<file path="src/rtl/midi_voice_allocator.sv">
// Polyphonic voice scheduler: maps incoming MIDI note events onto N_VOICES oscillator voices.
// The voice table is scanned serially once per event. The oldest sounding voice is stolen when no voice is free.
module midi_voice_allocator #(
  parameter int N_VOICES = 4,
  parameter int AGE_BITS = 8
) (
  input  logic                    clk_in,
  input  logic                    rst_in,
  input  logic                    valid_in,
  input  logic [23:0]             midi_event,
  output logic                    ready_out,
  output logic [7*N_VOICES-1:0]   voice_note_out,
  output logic [7*N_VOICES-1:0]   voice_vel_out,
  output logic [N_VOICES-1:0]     voice_gate_out,
  output logic [N_VOICES-1:0]     voice_trig_out,
  output logic                    dropped_out
);

  localparam int IDX_W = (N_VOICES > 1) ? $clog2(N_VOICES) : 1;
  localparam logic [IDX_W-1:0] LAST_IDX = IDX_W'(N_VOICES - 1);

  typedef enum logic [1:0] {S_IDLE, S_SCAN, S_COMMIT} state_t;
  typedef enum logic [1:0] {EV_NOP, EV_ON, EV_OFF} ev_t;

  state_t state_q, state_d;
  logic [IDX_W-1:0] idx_q;
  ev_t ev_q;
  logic [6:0] ev_note_q, ev_vel_q;

  logic [6:0]          note_q [N_VOICES];
  logic [6:0]          vel_q  [N_VOICES];
  logic [AGE_BITS-1:0] age_q  [N_VOICES];
  logic [N_VOICES-1:0] gate_q, trig_q;
  logic                dropped_q;

  logic                match_vld_q, free_vld_q, old_vld_q;
  logic [IDX_W-1:0]    match_idx_q, free_idx_q, old_idx_q, target;
  logic [AGE_BITS-1:0] old_age_q;
  logic                unused_bits;

  function automatic logic [AGE_BITS-1:0] age_sat_inc(input logic [AGE_BITS-1:0] a);
    return (&a) ? a : a + 1'b1;
  endfunction

  function automatic ev_t decode_event(input logic [23:0] ev);
    if (ev[23:20] == 4'h9 && ev[6:0] != 7'd0) return EV_ON;
    if (ev[23:20] == 4'h9 || ev[23:20] == 4'h8) return EV_OFF;
    return EV_NOP;
  endfunction

  // Channel nibble and the MIDI data-byte MSBs carry no information here.
  assign unused_bits = ^{midi_event[19:16], midi_event[15], midi_event[7]};

  assign ready_out   = (state_q == S_IDLE);
  assign dropped_out = dropped_q;

  always_ff @(posedge clk_in) begin
    if (rst_in) state_q <= S_IDLE;
    else        state_q <= state_d;
  end

  always_comb begin
    state_d = state_q;
    case (state_q)
      S_IDLE:   if (valid_in) state_d = S_SCAN;
      S_SCAN:   if (idx_q == LAST_IDX) state_d = S_COMMIT;
      S_COMMIT: state_d = S_IDLE;
      default:  state_d = S_IDLE;
    endcase
  end

  // Event latch and scan trackers
  always_ff @(posedge clk_in) begin
    if (rst_in) begin
      idx_q       <= '0;
      ev_q        <= EV_NOP;
      ev_note_q   <= '0;
      ev_vel_q    <= '0;
      match_vld_q <= 1'b0;
      free_vld_q  <= 1'b0;
      old_vld_q   <= 1'b0;
      match_idx_q <= '0;
      free_idx_q  <= '0;
      old_idx_q   <= '0;
      old_age_q   <= '0;
    end else if (state_q == S_IDLE) begin
      if (valid_in) begin
        idx_q       <= '0;
        ev_q        <= decode_event(midi_event);
        ev_note_q   <= midi_event[14:8];
        ev_vel_q    <= midi_event[6:0];
        match_vld_q <= 1'b0;
        free_vld_q  <= 1'b0;
        old_vld_q   <= 1'b0;
      end
    end else if (state_q == S_SCAN) begin
      if (gate_q[idx_q]) begin
        if (!match_vld_q && note_q[idx_q] == ev_note_q) begin
          match_vld_q <= 1'b1;
          match_idx_q <= idx_q;
        end
        // Strict compare keeps the lower index on equal ages.
        if (!old_vld_q || age_q[idx_q] > old_age_q) begin
          old_vld_q <= 1'b1;
          old_idx_q <= idx_q;
          old_age_q <= age_q[idx_q];
        end
      end else if (!free_vld_q) begin
        free_vld_q <= 1'b1;
        free_idx_q <= idx_q;
      end
      idx_q <= idx_q + 1'b1;
    end
  end

  always_comb begin
    target = old_idx_q;
    if (match_vld_q)     target = match_idx_q;
    else if (free_vld_q) target = free_idx_q;
  end

  // Commit into the voice table
  always_ff @(posedge clk_in) begin
    if (rst_in) begin
      gate_q <= '0;
      trig_q <= '0;
      for (int v = 0; v < N_VOICES; v++) begin
        note_q[v] <= '0;
        vel_q[v]  <= '0;
        age_q[v]  <= '0;
      end
    end else begin
      trig_q <= '0;
      if (state_q == S_COMMIT) begin
        if (ev_q == EV_ON) begin
          for (int v = 0; v < N_VOICES; v++) begin
            if (IDX_W'(v) == target) begin
              note_q[v] <= ev_note_q;
              vel_q[v]  <= ev_vel_q;
              age_q[v]  <= '0;
              gate_q[v] <= 1'b1;
              trig_q[v] <= 1'b1;
            end else if (gate_q[v]) begin
              age_q[v] <= age_sat_inc(age_q[v]);
            end
          end
        end else if (ev_q == EV_OFF && match_vld_q) begin
          gate_q[match_idx_q] <= 1'b0;
        end
      end
    end
  end

  always_ff @(posedge clk_in) begin
    if (rst_in)                     dropped_q <= 1'b0;
    else if (valid_in && !ready_out) dropped_q <= 1'b1;
  end

  always_comb begin
    voice_note_out = '0;
    voice_vel_out  = '0;
    for (int v = 0; v < N_VOICES; v++) begin
      voice_note_out[7*v +: 7] = note_q[v];
      voice_vel_out[7*v +: 7]  = vel_q[v];
    end
  end

  assign voice_gate_out = gate_q;
  assign voice_trig_out = trig_q;

endmodule

</file>
<file path="config.mk">
export PLATFORM = sky130hd
export DESIGN_NAME = midi_voice_allocator
export DESIGN_NICKNAME = d
export VERILOG_FILES = /design/src/rtl/midi_voice_allocator.sv
export SDC_FILE = /design/constraint.sdc
export NUM_CORES = 1
export LEC_CHECK = 0
export CAP_MARGIN = 40
export CORE_ASPECT_RATIO = 2
export CORE_MARGIN = 2
export CORE_UTILIZATION = 30
export DETAILED_ROUTE_END_ITERATION = 10
export GPL_ROUTABILITY_DRIVEN = 0
export SLEW_MARGIN = 25
export SYNTH_ARGS = -nofsm -noshare
export SYNTH_HDL_FRONTEND = slang
export SYNTH_SLANG_ARGS = --single-unit
</file>
<file path="constraint.sdc">
create_clock -name clk_in -period 4.35 [get_ports clk_in]
set_input_delay 0.6525 -clock clk_in [delete_from_list [all_inputs] [get_ports clk_in]]
set_output_delay 0.6525 -clock clk_in [all_outputs]
set_load 0.005 [all_outputs]
</file>
-- After elaboration in Yosys (flattened, before gate mapping)
Memories as Yosys holds them, arrays and structs flattened. A register that Yosys moved wholly into a read port is not among the register bits.
Index checks and enable logic that the tools add are counted.
- $add $sub $neg: 5
- order comparisons: 4
- equal/unequal tests: 18
- mux-type cells: 113
- bitwise gates (word level): 23
- reduce and logical (&&, ||, !) cells: 36
- operators with widths (cell ; count):
    $mux W8 ; 12
    $mux W1 ; 73
    $mux W7 ; 8
    $add A8 B1 Y8 const B ; 4
    $reduce_and A8 Y1 ; 4
    $mux W2 ; 15
    $reduce_and A4 Y1 ; 5
    $or A1 B1 Y1 ; 16
    $reduce_and A3 Y1 ; 5
    $reduce_bool A2 Y1 ; 5
    $eq A4 B4 Y1 const B ; 2
    $gt A8 B8 Y1 ; 1
    $mux W4 ; 2
    $ne A2 B1 Y1 const B ; 4
    $eq A7 B7 Y1 ; 1
    $reduce_bool A7 Y1 ; 1
    $eq A2 B2 Y1 const B ; 3
    $lt A2 B3 Y1 const B ; 2
    $ne A2 B2 Y1 const B ; 3
    $reduce_and A2 Y1 ; 3
    $logic_and A1 B1 Y1 ; 5
    $not A1 Y1 ; 5
    $and A4 B4 Y4 ; 1
    $eq A2 B1 Y1 const B ; 2
    12 further kinds ; 17
- register bits after elaboration: 46
- bits in writable memories: 88
- bits of input ports: 27
- output and inout bits: 66
- logic and storage cells: 220
- memories kept: 3
- memory list (memory ; depth ; width ; read ports ; clocked after memory_dff ; wr ports ; line ; text):
    age_q ; 4 ; 8 ; 5 ; 1 ; 4 ; 32 ; logic [AGE_BITS-1:0] age_q [N_VOICES];
    note_q ; 4 ; 7 ; 5 ; 1 ; 4 ; 30 ; logic [6:0] note_q [N_VOICES];
    vel_q ; 4 ; 7 ; 4 ; 0 ; 4 ; 31 ; logic [6:0] vel_q [N_VOICES];

-- Longest topological paths before layout
- depth in word-level cells: 12
- gate-level depth with buffers: 11
- depth with buffers taken out: 8

-- Worst setup path after synthesis
OpenSTA, ideal clock, no wires.
- path type: reg-to-reg
- start: register ev_q[0]
- end: memory age_q[3][0], enable pin
- setup time: 0.375 ns
- arrival: 2.372 ns
- data required time: 3.975 ns
- setup slack: 1.603 ns
- cell stages (with the launch flop): 6
- path buffers: 1
- clock period less this slack: 2.747 ns
- path through: dfxtp_1 -> nor2b_1 -> clkbuf_1 -> nand2_1 -> o21ai_0 -> o21bai_1
- RTL lines (element ; line ; text):
    start, declared ; 27 ; ev_t ev_q;
    start signal, assigned ; 89 ; ev_q <= decode_event(midi_event);
    end, declared ; 32 ;

==> impl_metrics.yaml <==
run_status:
  status: "completed"
pwr:
  combPwrFrac: 0.065
  power.switching_mw: 0.702
  cell_internal_pwr_mw: 2.36
  total_power_mw: 3.06
  p_clk_frac: 0.461
  p_leak_nw: 2.93
  powerDensity_nw_per_um2: 382
  vdd_drop_max_uv: 216
  switching_share: 0.229
  pwr-share-seq: 0.475
clocking:
  clk_pin_slew_ns: 0.06
  cts.repair.resized: 0
  cts_max_level: 4
  post_cts.repair.setup_buffers: 0
  cts.sinks: 136
  cts_buffers: 17
  cts_root_buffer: "clkbuf_16"
  cts_tree: "built"
  hold_buffers: 0
  insertion_delay_ns: 0.42
  cts_buffer_depth: 2
detailed_routing:
  firstDrtPassIters: 4
  drtIter0Drc: 246
  via_count: 4344
  detail-route-antenna-nets: 0
  routed_wirelength_um: 16100
  vias_per_cell: 4.78
  drc: 0
  wire_per_inst_um: 17.7
timing:
  tightest_slew_ns: 0.771
  fin_crit_sh: 0.700
  layout_min_cycle_time_ns: 3.05
  finalSetupTns_ns: 0
  slew_headroom: 0.485
  fmax_mhz: 328
  drv_slew: 0
  fin_skew_ns: 0.00850
  setup_viol: 0
  finalHoldViolations: 0
  rsz0062_at_grt: "false"
global_route:
  antenna_found_initial: 0
  overflow: 0
  grt_usage: 0.151
  grt_max_degree: 28
  grt_pass1_vias: 4584
  grt_pass1_wl_um: 25000
hold_path:
  hold_start: "old_age_q[6]"
  min_path_cells: 2
  hold_path.class: "flop to flop"
  min_to: "old_age_q[6]"
floorplanning:
  core_sq_um: 20400
  die_area_sq_um: 21900
  rows: 74
  die_y_um: 207
  die_x_um: 106
  io_pins: 93
  initial_utilization: 0.304
layout:
  num_antenna_cells: 0
  mostFrequentLayoutCells: "88 x edfxtp_1, 86 x clkdlybuf4s50_1, 66 x nand2_1"
  drive_gt1_frac: 0.114
  fin_area_sq_um: 8020
  syn_to_final_growth_pct: 29.4
  multiInputGateArea_sq_um: 2450
  final_nets: 670
  final_common_cell: "edfxtp_1"
  fillers: 1952
  regArea_sq_um: 3600
synth:
  async_flop_share: 0
  syn_nets: 568
  yosysWarningCount: 0
  ys_ff_latch: 136
  synth_cell_type_count: 43
  syn_area_sq_um: 6200
  syn_avg_cell_area_sq_um: 11.7
  netlist_instances: 528
  yosysSeqAreaShare: 0.582
  synth_flop_cell: "edfxtp_1"
  synth_edf_count: 88
setup_path:
  start_kind: "flop"
  rr_endpoint: "old_age_q[0]"
  cp_data_required_time_ns: 4.62
  regToRegSetupSlack_ns: 1.30
  cp.arrival_ns: 3.32
  cp_max_fo: 10
  critPathKind: "flop to flop"
  crit_path_end_kind: "flop"
  rr_worst_depth: 7
place:
  placed_cell_area_sq_um: 7410
  port_buffers: 86
  hpwl_um: 12200
job:
  drv_cap: 0
cells in the mapped netlist (2+ instances only):
cell       n  area share
o21bai_1   2      0.0024
dfxtp_1   48        0.16
nand2_1   66       0.040
mux4_2    12       0.044
inv_1     15      0.0091
nand2b_1   4      0.0040
a31o_2     4      0.0057
o41ai_1    3      0.0042
a22oi_1    2      0.0024
xnor2_1   12       0.017
o211ai_1   2      0.0024
o21ai_0    9      0.0073
ha_1      13       0.026
edfxtp_1  88        0.43
nand3_1   19       0.015
or2_2      6      0.0061
nor2b_1    5      0.0050
nor2_1    50       0.030
nand4_1    3      0.0030
and3_1    23       0.023
a2111o_1   2      0.0036
mux4_1     4       0.017
xor2_1    19       0.027
mux2i_1   16       0.026
clkbuf_1  16      0.0097
a21oi_1   25       0.020
and2_1    43       0.043
a211o_1    2      0.0028
sequential cells by signal (all words and copies together) (netlist names), 4 cells and up, named ones only:
register / cells
age_q: 32
ev_note_q: 7
ev_vel_q: 7
note_q: 28
old_age_q: 8
vel_q: 28
voice_gate_out: 4
voice_trig_out: 4
critical path, stage by stage (launching register included):
cell	delay, ns
dfxtp_1	0.80
mux4_2	0.62
ha_1	0.31
a21o_1	0.18
a21oi_1	0.14
nor2b_1	0.07
o41a_1	0.58
mux2i_1	0.21
per-stage QoR:
stage | utilization | instances | worst slack [ns] | hold WS [ns]
6_report | 0.393 | 909 | 1.30 | 0.459
5_1_grt | 0.393 | 909 | 1.12 | 0.483
4_1_cts | 0.392 | 907 | 1.27 | 0.462
3_5_place_dp | 0.364 | 875 | 1.31 | 0.455
3_3_place_gp | 0.363 | 873 | 1.35 | 0.444
2_1_floorplan | - | 528 | 1.60 | 0.435
cell families after synthesis:
logic type / after synthesis / share of synthesized area
AND/OR/NAND/NOR: 224 / 0.179
multiplexers: 33 / 0.0882
AO/OA/AOI/OAI: 56 / 0.0582
XOR/XNOR: 31 / 0.0438
buffers and inverters: 35 / 0.0232
flip-flops: 136 / 0.582
adder cells (fa/ha/maj): 13 / 0.0263
metal layers:
metal  vias to the layer above  GRT usage  routed length (um)
li1                       2077          -                   -
met5                         -          0                   0
met1                      2131      0.136                5430
met2                       106      0.299                9520
met4                         0     0.0762                 556
met3                        30     0.0399                 593
power by group through the flow:
| stage | registers [mW] | logic, mW | clock network [mW] |
|---|---|---|---|
| floorplan | 1.46 | 0.106 | 0 |
| detailed placement | 1.48 | 0.197 | 0 |
| global route | 1.46 | 0.216 | 1.48 |
| global placement | 1.48 | 0.194 | 0 |
| finish | 1.45 | 0.198 | 1.41 |
| CTS | 1.45 | 0.198 | 1.43 |
how the worst max path moves through the flow:
| stage | from | endpoint | slack [ns] | depth (start not counted) |
|---|---|---|---|---|
| 5_1_grt | flop | old_age_q[0] | 1.12 | 7 |
| 6_report | flop | old_age_q[0] | 1.30 | 7 |
| 3_5_place_dp | rst_in | age_q[3][0] | 1.31 | 5 |
| 4_1_cts | flop | old_age_q[0] | 1.27 | 7 |
| 2_1_floorplan | ev_q[0] | age_q[3][0] | 1.60 | 5 |
| 3_3_place_gp | flop | old_age_q[1] | 1.35 | 7 |
layout make-up:
cell class                      instances  share of cell area
Multi-Input combinational cell        357               0.305
Timing Repair Buffer                  102               0.124
Tap cell                              266              0.0415
Sequential cell                       136               0.450
Inverter                               16             0.00749
Clock buffer                           17              0.0531
Clock inverter                         15              0.0190
No activity file was read; power rests on OpenSTA's default activity.
==> RTL edit 1: new RTL, same flow settings <==
Change the parameter `N_VOICES` from 4 to 8.
--- a/src/rtl/midi_voice_allocator.sv
+++ b/src/rtl/midi_voice_allocator.sv
@@ -3,3 +3,3 @@
 module midi_voice_allocator #(
-  parameter int N_VOICES = 4,
+  parameter int N_VOICES = 8,
   parameter int AGE_BITS = 8
Interface: changed (resized voice_gate_out, voice_note_out, voice_trig_out and voice_vel_out); port bits go from 93 to 157. The function was not compared with the original's and may differ.
==> RTL edit 1 against the original RTL <==
Global-route usage grew 2.5 points; sequential cell count rose by 101; maximum frequency fell by 5.2%; worst setup slack worse by 170 ps; cell area increased by 70%; area after synthesis rose by 73%; non-clock buffer count increased by 77; power up 62%; combinational power rose by 84%; routed wire length grew 100%; sequential share of layout area is 2.9 points higher; critical path type unchanged; highest routed layer unchanged.
==> RTL edit 1: results (changes against the original RTL) <==
* Status: finished, final reports clean
* VDD IR max at 0.0003015 V (+39%)
* Initial antenna violation count at 0 (unchanged)
* R2r setup slk at 1130 ps (-170 ps)
* Slew headroom at 0.4848 (about the same)
* Clk root buf: clkbuf_16
* Global-route wire length before repair at 48480 um (+94%)
* Signal arrival time at the worst endpoint at 3590 ps (+270 ps)
* Worst-path maximum fanout at 17 (+7)
* Total Routing Usage GR at 0.1759 (+0.02452)
* First-pass DRT Iterations at 5 (+1)
* Most frequent cells after synthesis: 182 x nor2_1, 176 x edfxtp_1, 82 x nand2_1
* Post-Syn Instances at 897 (+70%)
* H-tree level count at 1 (-3)
* Post-synth EDFFs at 176 (+100%)
* Wirelength per Cell at 21.35 um (+21%)
* Post-DP HPWL at 24970 um (+100%)
* Clk buf depth at 3 (+1)
* Cell count after placement at 1490 (+70%)
* Hold WS at 478.3 ps (+19.54 ps)
* Post-DR vias/cell at 4.984 (+4.3%)
* Worst-skew pair later-pin latency at 520 ps (+100 ps)
* Layout cells sized above 1 at 0.09954 (-0.01399)
* Top area cells in the synthesized netlist: edfxtp_1 49%, dfxtp_1 11%, nor2_1 6.4%
* Port buffer count at 150 (+74%)
* P_leak at 0.004770 uW (+63%)
* WL final at 32670 um (+100%)
* CTS Buf Count at 22 (+5)
* Largest regs: age_q (64), note_q (56), vel_q (56)
* Cell variety after synth at 56 (+30%)
* Initial drt markers at 454 (+85%)
* Largest net degree at the start of global routing at 54 (+93%)
* Clock skew at 13.05 ps (+4.554 ps)
* Vias in the first global route at 7995 (+74%)
* Power Internal at 3854 uW (+63%)
* Synthesized net count at 942 (+66%)
* # fillers at 3342 (+71%)
* Fraction of the yosys area taken by sequential cells at 0.6078 (+0.02625)
* Fin crit share at 0.7391 (+0.03875)
* Nets at 1114 (+66%)
## RTL edit 1: cell count changes in the layout (fill, tap and decap cells not counted), sizes merged, moves of 13 or more
cell	delta
clkbuf	+17
xor2	+15
clkdlybuf4s50	+63
nand2	+16
nor2	+132
nand3	+13
inv	+14
dfxtp	+13
and2	-28
buf	+14
edfxtp	+88
mux2i	+17
mux2	+14
## RTL edit 1: kinds of logic after synthesis
family,after synthesis,share of synthesized area
compound gates,83,0.05003
simple gates,373,0.1559
mux,71,0.09643
fa+ha+maj,18,0.02104
buf+inv,62,0.02536
xor+xnor,53,0.04337
flops,237,0.6078
## RTL edit 1: worst max-delay path, stage by stage (launching register included)
cell     delay (ps)
dfxtp_2         630
mux4_2          560
mux2_2          290
ha_1            280
nor2b_1         140
o21a_1          160
o21a_1          170
o21ai_0         220
a41oi_2         160
buf_4           240
mux2i_1         160
nor2_1           50
## RTL edit 1: layer usage
| layer | wire (um) | track usage |
|---|---|---|
| met1 | 10940 | 0.1713 |
| met5 | 0 | 0 |
| met3 | 1542 | 0.02857 |
| met4 | 1759 | 0.09387 |
| met2 | 18430 | 0.3409 |
## RTL edit 1: power by group through the flow
stage | Sequential [uW] | Combinational, uW | Clock (uW)
final | 2570 | 365 | 2030
after global routing | 2580 | 392 | 2130
after CTS | 2570 | 370 | 2070
after detailed placement | 2620 | 367 | 0
after global placement | 2620 | 359 | 0
after floorplan | 2590 | 185 | 0
## RTL edit 1: path summary, 6_finish.rpt
kind,start,endpoint,cells after the start
setup reg to reg,flip-flop,old_idx_q[0]$_SDFFE_PP0P_,11
hold reg to reg,ev_vel_q[5]$_SDFFE_PP0P_,ev_vel_q[5]$_SDFFE_PP0P_,2
hold / removal,ev_vel_q[5]$_SDFFE_PP0P_,ev_vel_q[5]$_SDFFE_PP0P_,2
setup / recovery,flip-flop,old_idx_q[0]$_SDFFE_PP0P_,11
## RTL edit 1: cell type report
cell class | count | area, um2 | area share
well taps | 445 | 556.8 | 0.04097
clock buffers | 34 | 666.9 | 0.04907
repair buffers | 179 | 1724 | 0.1269
clock inverters | 6 | 85.08 | 0.006260
multi-input cells | 598 | 3934 | 0.2894
inverters | 31 | 116.4 | 0.008562
flip-flops and latches | 237 | 6507 | 0.4788
## RTL edit 1: metrics by stage
step	utilization	area (um2)	total power, uW
finish	0.3875	13590	4965
CTS	0.3875	13590	5011
detailed placement	0.3660	12840	2989
floorplan	-	10700	2776
global placement	0.3645	12780	2978
global route	0.3875	13590	5106
==> RTL edit 2: new RTL, same flow settings <==
Without the edit above. Make the reset (`rst_in`) asynchronous in 4 clocked blocks.
--- a/src/rtl/midi_voice_allocator.sv
+++ b/src/rtl/midi_voice_allocator.sv
@@ -56,3 +56,3 @@
 
-  always_ff @(posedge clk_in) begin
+  always_ff @(posedge clk_in or posedge rst_in) begin
     if (rst_in) state_q <= S_IDLE;
@@ -72,3 +72,3 @@
   // Event latch and scan trackers
-  always_ff @(posedge clk_in) begin
+  always_ff @(posedge clk_in or posedge rst_in) begin
     if (rst_in) begin
@@ -122,3 +122,3 @@
   // Commit into the voice table
-  always_ff @(posedge clk_in) begin
+  always_ff @(posedge clk_in or posedge rst_in) begin
     if (rst_in) begin
@@ -153,3 +153,3 @@
 
-  always_ff @(posedge clk_in) begin
+  always_ff @(posedge clk_in or posedge rst_in) begin
     if (rst_in)                     dropped_q <= 1'b0;
Behaviour: differs if rst_in is asserted again (counterexample within 4 cycles, from zero or initial values and one cycle with rst_in high); with rst_in held inactive, the same outputs for 10 cycles.
==> RTL edit 2 against the original RTL <==
Cell count fell by 4.6%; area after synthesis up 0.97%; synthesized cell count decreased by 7.6%; clock skew down 3.3 ps; worst setup slack worse by 190 ps; routed wire length is 3.3% higher; cell area rose by 0.97%; maximum frequency is 5.8% lower; sequential cell count fell by 2; largest cell class unchanged.
Power is not compared: it rests on default switching activity, and its combinational part moved more than twofold at a synthesized area within 25%.
==> RTL edit 2: results (changes against the original RTL) <==
* Post-synthesis compound-gate area fraction at 0.06120 (+0.003042)
* Setup WS pre-CTS at 1148 ps (-166.7 ps)
* ClkCell Share at 0.07669 (+0.004565)
* Num sequential at 134 (-1.5%)
* Post-DP HPWL at 12340 um (+0.92%)
* Placement Cell Area at 0.007472 mm2 (+0.83%)
* Nets at 628 (-6.3%)
* NonClk Buf Share at 0.1223 (-0.001496)
* Worst Hold Class: flip-flop to flip-flop
* Post-Synth Adder-Cell Area at 0.02600 (-0.0002520)
* Clock skew at 5.161 ps (-3.339 ps)
* Worst-skew pair later-pin latency at 430 ps
* Postcts setup bufs at 0 (unchanged)
* Multi-input combinational area share at 0.3383 (+0.03279)
* Most flop-heavy register: age_q
* Mux cell area share after synthesis at 0.2136 (+0.1254)
* Async S/R FF share, synth at 1.000 (+1.000)
* Worst Hold Launch: dropped_out$_DFFE_PP0P_
* Initial drt markers at 224 (-8.9%)
* Multi-input combinational gate total at 320 (-10%)
* Sw Share at 0.2895
* Yosys Warn Count at 0 (unchanged)
* Cell count after placement at 835 (-4.6%)
* Synth Area per Inst at 12.82 um2 (+9.2%)
* Slew @ Worst Pin at 766.4 ps (-4.313 ps)
* Non-clk invs at 15 (-1)
* Worst-path maximum fanout at 14 (+4)
* Clk root buf: clkbuf_16
* CTS Buf Count at 17 (unchanged)
* # fillers at 1925 (-1.4%)
* Synthesized net count at 528 (-7.0%)
* Clkbuf count at 19 (+2)
* Fraction of the yosys area taken by sequential cells at 0.5360 (-0.04558)
* VDD IR max at 0.0003912 V
* P_leak at 0.003705 uW
* Cell variety after synth at 61 (+42%)
* Top area cells in the synthesized netlist: dfrtp_1 54%, mux2_1 13%, mux4_2 4.0%
* Most used DFF post-synth: dfrtp_1
* Post-Synth XOR/XNOR Area at 0.03640 (-0.007421)
* Most frequent cells after synthesis: 134 x dfrtp_1, 70 x mux2_1, 30 x nor2_1
* Total Routing Usage GR at 0.1594 (+0.008023)
* Reg area at 0.003353 mm2 (-6.9%)
* Signal arrival time at the worst endpoint at 3530 ps (+210 ps)
* Tapcells at 266 (unchanged)
* Non-clk bufs at 100 (-2.0%)
* Largest net degree at the start of global routing at 56 (+100%)
* WL final at 16620 um (+3.3%)
* Global-route wire length before repair at 26890 um (+7.7%)
* Area occupied by multi-input gates at 0.002738 mm2 (+12%)
* Post-DR vias/cell at 4.984 (+4.3%)
* Clk buf depth at 2 (unchanged)
* H-tree level count at 4 (unchanged)
* Status: finished, final reports clean
* Vias in the first global route at 4825 (+5.3%)
* Finished Layout Cells at 867 (-4.6%)
* Layout cells sized above 1 at 0.1364 (+0.02291)
-- RTL edit 2: metal layers --
metal / track usage / part of all wire / vias to the layer above
met4: 0.08076 / 0.039 / 0
met3: 0.03853 / 0.038 / 35
met2: 0.3057 / 0.58 / 118
li1: - / - / 1955
met1: 0.1528 / 0.34 / 2213
met5: 0 / 0 / -
-- RTL edit 2: critical path: stages (launching register included) --
cell and delay (ps):
dfrtp_1 800, mux4_2 440, ha_1 310, nor2b_1 130
o21a_1 130, o21a_1 110, o21ai_1 50, a41oi_1 510
buf_4 270, mux2_1 340
-- RTL edit 2: cells by family (layout without fill, tap and decap cells) --
kind of cell | Yosys count | after routing
buffers and inverters | 34 | 147
adder cells (fa/ha/maj) | 13 | 13
multiplexers | 106 | 106
flip-flops | 134 | 134
AND/OR/NAND/NOR | 117 | 117
XOR/XNOR | 26 | 26
AO/OA/AOI/OAI | 58 | 58
-- RTL edit 2: power by group through the flow --
stage	clock network [uW]	logic, uW	registers (uW)
final	1520	779	1630
after detailed placement	0	790	1650
after global placement	0	768	1640
after global routing	1610	848	1660
after CTS	1540	795	1630
after floorplan	0	543	1560
-- RTL edit 2: path summary, 6_finish.rpt --
check | slack (ps) | to | cells past startpoint
hold reg to reg | 480 | dropped_out$_DFFE_PP0P_ | 1
setup / recovery | 1120 | old_age_q[0]$_DFFE_PP0P_ | 9
hold / removal | 480 | dropped_out$_DFFE_PP0P_ | 1
setup reg to reg | 1120 | old_age_q[0]$_DFFE_PP0P_ | 9
max in group asynchronous | 3070 | voice_note_out[6]$_DFFE_PP0P_ | 3
min in group asynchronous | 550 | age_q[18]$_DFFE_PP0P_ | 2
